[config.mk]
export PLATFORM = sky130hd
export DESIGN_NAME = vending_ctrl_n
export DESIGN_NICKNAME = d
export VERILOG_FILES = /design/src/rtl/vending_pkg.sv /design/src/rtl/vending_tick_gen.sv /design/src/rtl/vending_ctrl_n.sv
export SDC_FILE = /design/constraint.sdc
export NUM_CORES = 1
export LEC_CHECK = 0
export ABC_AREA = 1
export BUFFER_PORTS_ARGS = -buffer_cell sky130_fd_sc_hd__buf_2
export CAP_MARGIN = 20
export CORE_UTILIZATION = 65
export CTS_BUF_LIST = sky130_fd_sc_hd__clkbuf_2 sky130_fd_sc_hd__clkbuf_4 sky130_fd_sc_hd__clkbuf_8
export CTS_CLUSTER_SIZE = 28
export DETAILED_ROUTE_END_ITERATION = 10
export PLACE_DENSITY_LB_ADDON = 0.2
export SKIP_CTS_REPAIR_TIMING = 1
export SLEW_MARGIN = 20
export SYNTH_ARGS = -nofsm -noshare
export SYNTH_HDL_FRONTEND = slang
export SYNTH_HIERARCHICAL = 1
export SYNTH_SLANG_ARGS = --single-unit
[constraint.sdc]
create_clock -name clk -period 5.45 [get_ports clk]
set_clock_uncertainty 0.2 [all_clocks]
set_input_delay 1.3625 -clock clk [delete_from_list [all_inputs] [get_ports clk]]
set_output_delay 1.3625 -clock clk [all_outputs]
set_load 0.1 [all_outputs]
[src/rtl/vending_pkg.sv]
// Shared types and helpers for the parametrised vending controller.
// Latency: n/a (types, constants and a pure function only).
// Backpressure: n/a.
package vending_pkg;

  typedef enum logic [1:0] {
    IDLE   = 2'd0,
    PREP   = 2'd1,
    CHANGE = 2'd2,
    DENY   = 2'd3
  } state_t;

  // Value of one credit unit in won.
  localparam int UNIT_WON = 500;

  // Extract price field idx (each w bits wide) from a packed price vector.
  // Supports price vectors up to 256 bits and fields up to 16 bits.
  function automatic logic [15:0] price_field(input logic [255:0] prices,
                                              input int idx,
                                              input int w);
    logic [255:0] sh;
    sh = prices >> (idx * w);
    return sh[15:0] & ((16'd1 << w) - 16'd1);
  endfunction

endpackage

[src/rtl/vending_tick_gen.sv]
// Free-running divider that pulses tick once every TICK_DIV clocks.
// Latency: tick is high during the last count of each period (combinational from the counter).
// Backpressure: none; never restarted by the FSM.
// Ports: clk (clock), SW3 (async active-low reset), tick (one-clock pulse).
module vending_tick_gen #(
  parameter int TICK_DIV = 6000000
) (
  input  logic clk,
  input  logic SW3,
  output logic tick
);

  localparam int CW = (TICK_DIV > 1) ? $clog2(TICK_DIV) : 1;
  localparam logic [CW-1:0] LAST = CW'(TICK_DIV - 1);

  logic [CW-1:0] cnt;

  always_ff @(posedge clk or negedge SW3) begin
    if (!SW3) begin
      cnt <= '0;
    end else if (cnt == LAST) begin
      cnt <= '0;
    end else begin
      cnt <= cnt + CW'(1);
    end
  end

  assign tick = (cnt == LAST);

endmodule

[src/rtl/vending_ctrl_n.sv]
// N-item vending controller: credit, per-item stock, timed PREP, DENY blink, change handshake.
// Latency: decisions take effect on the clock edge after the input pulse; PREP/DENY last a number of ticks.
// Backpressure: change units are offered on change_valid and held until change_ack; coins outside IDLE/DENY are rejected.
// Ports: clk, SW3 (async active-low reset), coin1/coin2/sel/refund/restock pulses, change_ack;
//        credit, sold_out, coin_reject, vend_valid, vend_item, change_valid, busy, err_blink.
module vending_ctrl_n
  import vending_pkg::*;
#(
  parameter int N_ITEMS    = 3,
  parameter int CREDIT_W   = 4,
  parameter int PRICE_W    = 4,
  parameter logic [N_ITEMS*PRICE_W-1:0] PRICES = {4'd6, 4'd5, 4'd3},
  parameter int STOCK_W    = 3,
  parameter int STOCK_INIT = 3,
  parameter int TICK_DIV   = 6000000,
  parameter int PREP_TICKS = 6,
  parameter int DENY_TICKS = 4,
  localparam int VI_W      = (N_ITEMS > 1) ? $clog2(N_ITEMS) : 1
) (
  input  logic                clk,
  input  logic                SW3,
  input  logic                coin1,
  input  logic                coin2,
  input  logic [N_ITEMS-1:0]  sel,
  input  logic                refund,
  input  logic                restock,
  input  logic                change_ack,
  output logic [CREDIT_W-1:0] credit,
  output logic [N_ITEMS-1:0]  sold_out,
  output logic                coin_reject,
  output logic                vend_valid,
  output logic [VI_W-1:0]     vend_item,
  output logic                change_valid,
  output logic                busy,
  output logic                err_blink
);

  // Arithmetic width wide enough for credit + 3 and for credit/price compares.
  localparam int AW   = ((CREDIT_W > PRICE_W) ? CREDIT_W : PRICE_W) + 2;
  localparam int MAXT = (PREP_TICKS > DENY_TICKS) ? PREP_TICKS : DENY_TICKS;
  localparam int TW   = (MAXT > 0) ? $clog2(MAXT + 1) : 1;
  localparam logic [AW-1:0] CREDIT_MAX = AW'((2 ** CREDIT_W) - 1);

  state_t              state, state_nxt;
  logic [CREDIT_W-1:0] credit_nxt;
  logic [TW-1:0]       timer, timer_nxt;
  logic [VI_W-1:0]     vend_item_nxt;
  logic                reject_nxt, vend_nxt, blink_nxt;
  logic [STOCK_W-1:0]  stock     [N_ITEMS];
  logic [STOCK_W-1:0]  stock_nxt [N_ITEMS];

  logic                tick;
  logic                coin_any, coin_ok;
  logic [AW-1:0]       credit_ext, coin_val, coin_sum, price_ext;
  logic [VI_W-1:0]     sel_idx;
  logic [PRICE_W-1:0]  sel_price;

  vending_tick_gen #(.TICK_DIV(TICK_DIV)) u_tick (
    .clk  (clk),
    .SW3  (SW3),
    .tick (tick)
  );

  // Lowest set select bit wins: scan downward so the lowest index is written last.
  always_comb begin
    sel_idx = '0;
    for (int i = N_ITEMS - 1; i >= 0; i--) begin
      if (sel[i]) sel_idx = VI_W'(i);
    end
  end

  assign sel_price  = PRICE_W'(price_field(256'(PRICES), int'(sel_idx), PRICE_W));
  assign price_ext  = AW'(sel_price);
  assign credit_ext = AW'(credit);
  // {coin2,coin1} read as a 2-bit number is exactly the coin value (0..3).
  assign coin_val   = AW'({coin2, coin1});
  assign coin_sum   = credit_ext + coin_val;
  assign coin_any   = coin1 | coin2;
  assign coin_ok    = (coin_sum <= CREDIT_MAX);

  always_ff @(posedge clk or negedge SW3) begin
    if (!SW3) begin
      state       <= IDLE;
      credit      <= '0;
      timer       <= '0;
      vend_item   <= '0;
      coin_reject <= 1'b0;
      vend_valid  <= 1'b0;
      err_blink   <= 1'b0;
      for (int i = 0; i < N_ITEMS; i++) stock[i] <= STOCK_W'(STOCK_INIT);
    end else begin
      state       <= state_nxt;
      credit      <= credit_nxt;
      timer       <= timer_nxt;
      vend_item   <= vend_item_nxt;
      coin_reject <= reject_nxt;
      vend_valid  <= vend_nxt;
      err_blink   <= blink_nxt;
      for (int i = 0; i < N_ITEMS; i++) stock[i] <= stock_nxt[i];
    end
  end

  always_comb begin
    state_nxt     = state;
    credit_nxt    = credit;
    timer_nxt     = timer;
    vend_item_nxt = vend_item;
    reject_nxt    = 1'b0;
    vend_nxt      = 1'b0;
    blink_nxt     = err_blink;
    for (int i = 0; i < N_ITEMS; i++) stock_nxt[i] = stock[i];

    case (state)
      IDLE: begin
        if (refund) begin
          // A coin arriving alongside a higher-priority request is not taken.
          reject_nxt = coin_any;
          if (credit != '0) state_nxt = CHANGE;
        end else if (|sel) begin
          reject_nxt    = coin_any;
          vend_item_nxt = sel_idx;
          if ((stock[sel_idx] == '0) || (credit_ext < price_ext)) begin
            state_nxt = DENY;
            timer_nxt = TW'(DENY_TICKS);
            blink_nxt = 1'b0;
          end else begin
            state_nxt          = PREP;
            timer_nxt          = TW'(PREP_TICKS);
            credit_nxt         = CREDIT_W'(credit_ext - price_ext);
            stock_nxt[sel_idx] = stock[sel_idx] - STOCK_W'(1);
          end
        end else if (restock) begin
          reject_nxt = coin_any;
          for (int i = 0; i < N_ITEMS; i++) stock_nxt[i] = STOCK_W'(STOCK_INIT);
        end else if (coin_any) begin
          if (coin_ok) credit_nxt = CREDIT_W'(coin_sum);
          else         reject_nxt = 1'b1;
        end
      end

      PREP: begin
        reject_nxt = coin_any;
        if (tick) begin
          if (timer <= TW'(1)) begin
            timer_nxt = '0;
            vend_nxt  = 1'b1;
            state_nxt = IDLE;
          end else begin
            timer_nxt = timer - TW'(1);
          end
        end
      end

      CHANGE: begin
        reject_nxt = coin_any;
        // change_valid is high for the whole CHANGE state, so ack alone is a handshake.
        if (change_ack) begin
          credit_nxt = credit - CREDIT_W'(1);
          if (credit <= CREDIT_W'(1)) state_nxt = IDLE;
        end
      end

      DENY: begin
        if (coin_any) begin
          if (coin_ok) credit_nxt = CREDIT_W'(coin_sum);
          else         reject_nxt = 1'b1;
        end
        if (tick) begin
          if (timer <= TW'(1)) begin
            timer_nxt = '0;
            blink_nxt = 1'b0;
            state_nxt = IDLE;
          end else begin
            timer_nxt = timer - TW'(1);
            blink_nxt = ~err_blink;
          end
        end
      end

      default: state_nxt = IDLE;
    endcase
  end

  always_comb begin
    sold_out = '0;
    for (int i = 0; i < N_ITEMS; i++) sold_out[i] = (stock[i] == '0);
  end

  assign busy         = (state != IDLE);
  assign change_valid = (state == CHANGE);

endmodule
# Yosys cells after proc, flatten, opt, wreduce, memory -nomap -nowiden
# Index checks and enable logic that the tools add are counted.
[op_classes]
add_sub_neg = 6
n_lt_le_gt_ge = 6
n_eq_ne = 17
n_shift = 1
mux = 51
bitwise_logic = 4
reduce_logical = 22
[op_table]
columns = ["op", "count"]
rows = [
  ["2-to-1 mux 4 bit", 7],
  ["2-to-1 mux 9 bit", 3],
  ["2-to-1 mux 2 bit", 12],
  ["adder 23 x 1 -> 23 bit, second input constant", 1],
  ["== test 23 bit, second input constant", 1],
  ["2-to-1 mux 23 bit", 1],
  ["2-to-1 mux 3 bit", 7],
  ["2-to-1 mux 1 bit", 13],
  ["zero test 3 bit", 4],
  ["inequality test 2 bit, second input constant", 6],
  ["inequality test 3 bit, second input constant", 4],
  ["case mux 4 bit (3 select lines)", 1],
  ["right shift 11 x 4 -> 4 bit, first input constant", 1],
  ["AND reduction 5 bit", 2],
  ["bitwise mux 9 bit", 1],
  ["AND reduction 4 bit", 2],
  ["nonzero test 2 bit", 4],
  ["binary-select mux 3 bit (select 2 bit)", 1],
  ["demux 3 bit (select 2 bit)", 1],
  ["inequality test 2 x 1 -> 1 bit, second input constant", 3],
  ["case mux 2 bit (3 select lines)", 1],
  ["case mux 3 bit (2 select lines)", 1],
  ["AND reduction 6 bit", 1],
  ["subtractor 3 x 1 -> 3 bit, second input constant", 2],
  ["24 further kinds", 27],
]
[word_totals]
reg_bits = 46
in_bits = 10
output_inout_bits = 14
wordCells = 118

# Logic depth before layout (Yosys ltp)
[depth]
depth_word = 13
depth_mapped = 14
depth_no_buf = 14

# Cells and area by module
# Netlist, hierarchy kept.
[by_module_without_submodules]
columns = ["module", "n_inst", "cells_each", "area_each_um2", "seq_area_each_um2"]
rows = [
  ["vending_ctrl_n", 1, 250, 1781.7, 583.1],
  ["vending_tick_gen", 1, 198, 1416.4, 575.6],
]

# Least setup slack after synthesis
# OpenSTA, ideal clock, no wires.
[synth_timing]
path_kind = "reg-to-output"
start = "register stock[0] in the netlist's numbering"
end = "output port sold_out[2]"
arrival_time_ns = 2.429
t_required_ns = 3.888
slack_ns = 1.459
path_stages_with_launch = 2
n_path_buf = 0
path_cell_list = "dfstp_2 nor3_1"
[synth_between]
elab_chain_len = 1
[synth_rtl]
columns = ["item", "line", "source"]
rows = [
  ["from (decl)", "vending_ctrl_n.sv:49", "logic [STOCK_W-1:0] stock [N_ITEMS];"],
  ["zero test 3 bit", "vending_ctrl_n.sv:186", "for (int i = 0; i < N_ITEMS; i++) sold_out[i] = (stock[i] == '0);"],
  ["to (decl)", "vending_ctrl_n.sv:29", "output logic [N_ITEMS-1:0] sold_out,"],
]
# Every way passes these cells.

# Worst setup path after layout
[layout_timing]
start = "input port sel[0]"
end = "register stock[8] in the netlist's numbering"
[layout_between]
elab_chain_len = 9
elab_cells_between_ends = 22
cone_classes = "add/sub: 1; order compare: 3; eq/ne: 1; shift: 1; mux: 9; bitwise: 1; reduce/logical: 6"
[layout_rtl]
columns = ["item", "line", "source"]
rows = [
  ["from (decl)", "vending_ctrl_n.sv:24", "input logic [N_ITEMS-1:0] sel,"],
  ["2-to-1 mux 2 bit", "vending_ctrl_n.sv:68", "if (sel[i]) sel_idx = VI_W'(i);"],
  ["NOT 2 -> 3 bit (implied by the code)", "vending_ctrl_n.sv:122, vending_ctrl_n.sv:130", ""],
  ["binary-select mux 3 bit (select 2 bit), or another cell as far along", "vending_ctrl_n.sv:122, vending_ctrl_n.sv:130", ""],
  ["2-to-1 mux 3 bit (implied by the code) or logical AND 1 bit (tied branches)", "vending_ctrl_n.sv:122, vending_ctrl_n.sv:130", ""],
  ["2-to-1 mux 3 bit, on equally long branches", "vending_ctrl_n.sv:122, vending_ctrl_n.sv:130", ""],
  ["subtractor 3 x 1 -> 3 bit, or another cell as far along", "vending_ctrl_n.sv:130", "stock_nxt[sel_idx] = stock[sel_idx] - STOCK_W'(1);"],
  ["bitwise mux 9 bit or logical OR 1 bit (tied branches)", "vending_ctrl_n.sv:130, vending_ctrl_n.sv:122", ""],
  ["2-to-1 mux 9 bit or inequality test 2 bit (tied branches)", "n/a", ""],
  ["2-to-1 mux 9 bit or AND reduction 4 bit (tied branches)", "n/a", ""],
]
# Several ways; a longest one is shown, not always the timed one. The select of a mux whose other input is x is not followed.
# A chain may end at the register's enable or synchronous reset.

==> results.yml <==
run_status:
  status: "completed"
logic_synthesis:
  syn-cell-area_sq_mm: 0.00320
  syn_nets: 476
  ys_ff_latch: 46
  syn_avg_cell_area_sq_um: 7.14
  yosysSeqAreaShare_pct: 36.2
  yosysWarnings: 6
  synth.area.top_cells: "dfrtp_1, nand2_1, inv_1"
  synth_edf_count: 0
  yosys.area.top_type: "dfrtp_1"
  yosys.cell_types.count: 35
  async_flop_share_pct: 100
  netlist.area_leader.share_pct: 31.3
  synthFlopType: "dfrtp_1"
  synth_cells: 448
timing:
  rsz0062_at_grt: "no"
  min_period_over_period_pct: 60.3
  hold_viol: 0
  fin_crit_ns: 3.29
  setup_viol: 0
  tightestPinTransition_ns: 0.578
  fmax_mhz: 304
  drv_slew: 0
  slew_headroom_pct: 61.5
  setup_tns_ns: 0
route:
  avgRoutedWirePerCell_um: 12.6
  ant_nets: 0
  firstDrtPassIters: 5
  drtIter0Drc: 215
  wl_um: 6870
  drc: 0
  viasPerCell: 5.46
  num_vias: 2970
clock_network:
  cts_buffers: 5
  cts.root.buffer_cell: "clkbuf_8"
  clock_path_buffers: 2
  clk_latency_ns: 0.31
  cts_tree: "built"
  cts_max_level: 2
  cts.clk_slew.worst_paths_ns: 0.08
  clock-sinks: 46
grt:
  grt_pass1_wl_um: 11900
  grt_util_all_layers_pct: 29.1
  grt_pass1_vias: 2862
  grt-ovfl-total: 0
  antenna_found_initial: 0
  grt_max_degree: 47
placed_design:
  portBuffers: 23
  routabilityCongestion: 0.898
  dp_hpwl_um: 5210
worst_setup_path:
  cp.arrival_ns: 3.32
  cp.required_ns: 5.48
  crit_type: "in -> reg"
  cp-end-kind: "flip-flop"
  critPathLaunchType: "primary input"
  critPathMaxFanout: 10
layout:
  fill_cells: 368
  diodes: 0
  final_nets: 504
  syn_to_final_growth_pct: 10.2
  drive_above_1_share_pct: 16.4
  multi_input_area_sq_mm: 0.00174
  seqCellArea_sq_mm: 0.00116
power:
  powerDensity_mw_per_mm2: 519
  p_total_w: 0.00183
  leakagePower_nw: 1.72
  ir_worst_vdd_mv: 0.523
die:
  core_area_sq_mm: 0.00472
  initial_core_util_pct: 67.7
  die_area_sq_mm: 0.00520
  boundaryPins: 24
  die_y_um: 72.1
  die_x_um: 72.1
  row_count: 25
job:
  drv_cap: 0
worst_hold_path:
  worstHoldPathType: "reg -> reg"
## sequential cells by signal, summed over array words and instances, names as in the netlist
signal and count:
u_tick/cnt 23, stock 9, credit 4, timer 3, state 2, vend_item 2
coin_reject 1, err_blink 1, vend_valid 1
## through the flow
| stage | utilization [%] | instances | instance area, sq um | hold WS [ns] | setup WS, ns |
|---|---|---|---|---|---|
| after floorplan | - | 448 | 3200 | 0.245 | 1.46 |
| after CTS | 74.5 | 544 | 3520 | 0.290 | 2.17 |
| final | 74.6 | 544 | 3520 | 0.286 | 2.16 |
| after detailed placement | 71.5 | 536 | 3380 | 0.269 | 1.84 |
| after global placement | 71.5 | 536 | 3380 | 0.260 | 1.94 |
| after global routing | 74.6 | 544 | 3520 | 0.308 | 1.91 |
## cell usage in the layout, fill, tap and decap left out, types with 5 or more instances in the layout
| master | instances |
|---|---|
| nand3_1 | 23 |
| dfrtp_1 | 40 |
| nand2_2 | 8 |
| buf_2 | 22 |
| inv_2 | 8 |
| o211ai_1 | 5 |
| dfstp_2 | 6 |
| nand2_1 | 106 |
| a21oi_1 | 12 |
| nor2_4 | 7 |
| clkbuf_8 | 6 |
| ha_1 | 16 |
| inv_1 | 67 |
| o21ai_0 | 24 |
| nor3_1 | 9 |
| o21ai_1 | 11 |
| nor2_2 | 11 |
| nor2_1 | 59 |
| nand4_1 | 9 |
## worst max-delay path: stages
cell,delay [ns]
buf_2,0.13
nor2_2,0.15
nand2_1,0.22
nand2_1,0.17
inv_1,0.07
ha_1,0.35
nand2_1,0.07
nand2_1,0.08
nand2_1,0.12
nand2_2,0.10
nand3_2,0.08
nor2_2,0.20
nand3b_1,0.11
o21ai_1,0.09
## logic make-up after synthesis
kind of cell / Yosys count / synth area share, %
buf+inv: 77 / 9.39
fa+ha+maj: 18 / 7.51
flops: 46 / 36.2
compound gates: 62 / 10.9
simple gates: 238 / 34.0
xor+xnor: 7 / 1.92
## path summary, 6_finish.rpt
check | from | to | slack, ns | cells past startpoint
min | vend_item[0] | vend_item[0] | 0.29 | 2
min reg2reg | vend_item[0] | vend_item[0] | 0.29 | 2
max reg2reg | credit[1] | credit[1] | 3.02 | 10
max in group asynchronous | SW3 | stock[0] | 3.80 | 1
max | sel[0] | stock[8] | 2.16 | 14
min in group asynchronous | SW3 | u_tick/cnt[2] | 0.84 | 1
## power by group
group	switching [W]	internal, W
registers	0.0000772	0.000431
clock network	0.000119	0.000196
logic	0.000756	0.000251
## synth_stat cells (3+ instances only)
cell / instances
a21oi_1: 12
o21ai_0: 24
o21ai_1: 11
dfstp_2: 6
xnor2_1: 3
nor2_1: 59
nor2_4: 7
nand3_1: 23
nand4_1: 9
xor2_1: 4
inv_1: 67
nor3_1: 9
o211ai_1: 5
inv_2: 8
dfrtp_1: 40
ha_1: 16
nand2_2: 8
nor2_2: 11
nand2_1: 106
## layout make-up
class / count / share of cell area (%)
repair buffers: 23 / 3.34
flip-flops and latches: 46 / 32.9
inverters: 75 / 7.99
multi-input cells: 325 / 49.4
clock inverters: 2 / 1.70
clock buffers: 6 / 2.34
well taps: 67 / 2.38
## routing by layer
layer,part of all wire [%],vias up,GRT usage (%)
met5,0,-,0
met4,2.1,0,13.1
met3,3.9,16,4.03
met2,52,90,53.3
met1,42,1389,33.6
li1,-,1475,-
Note: power is estimated with default switching activity, not from simulation.
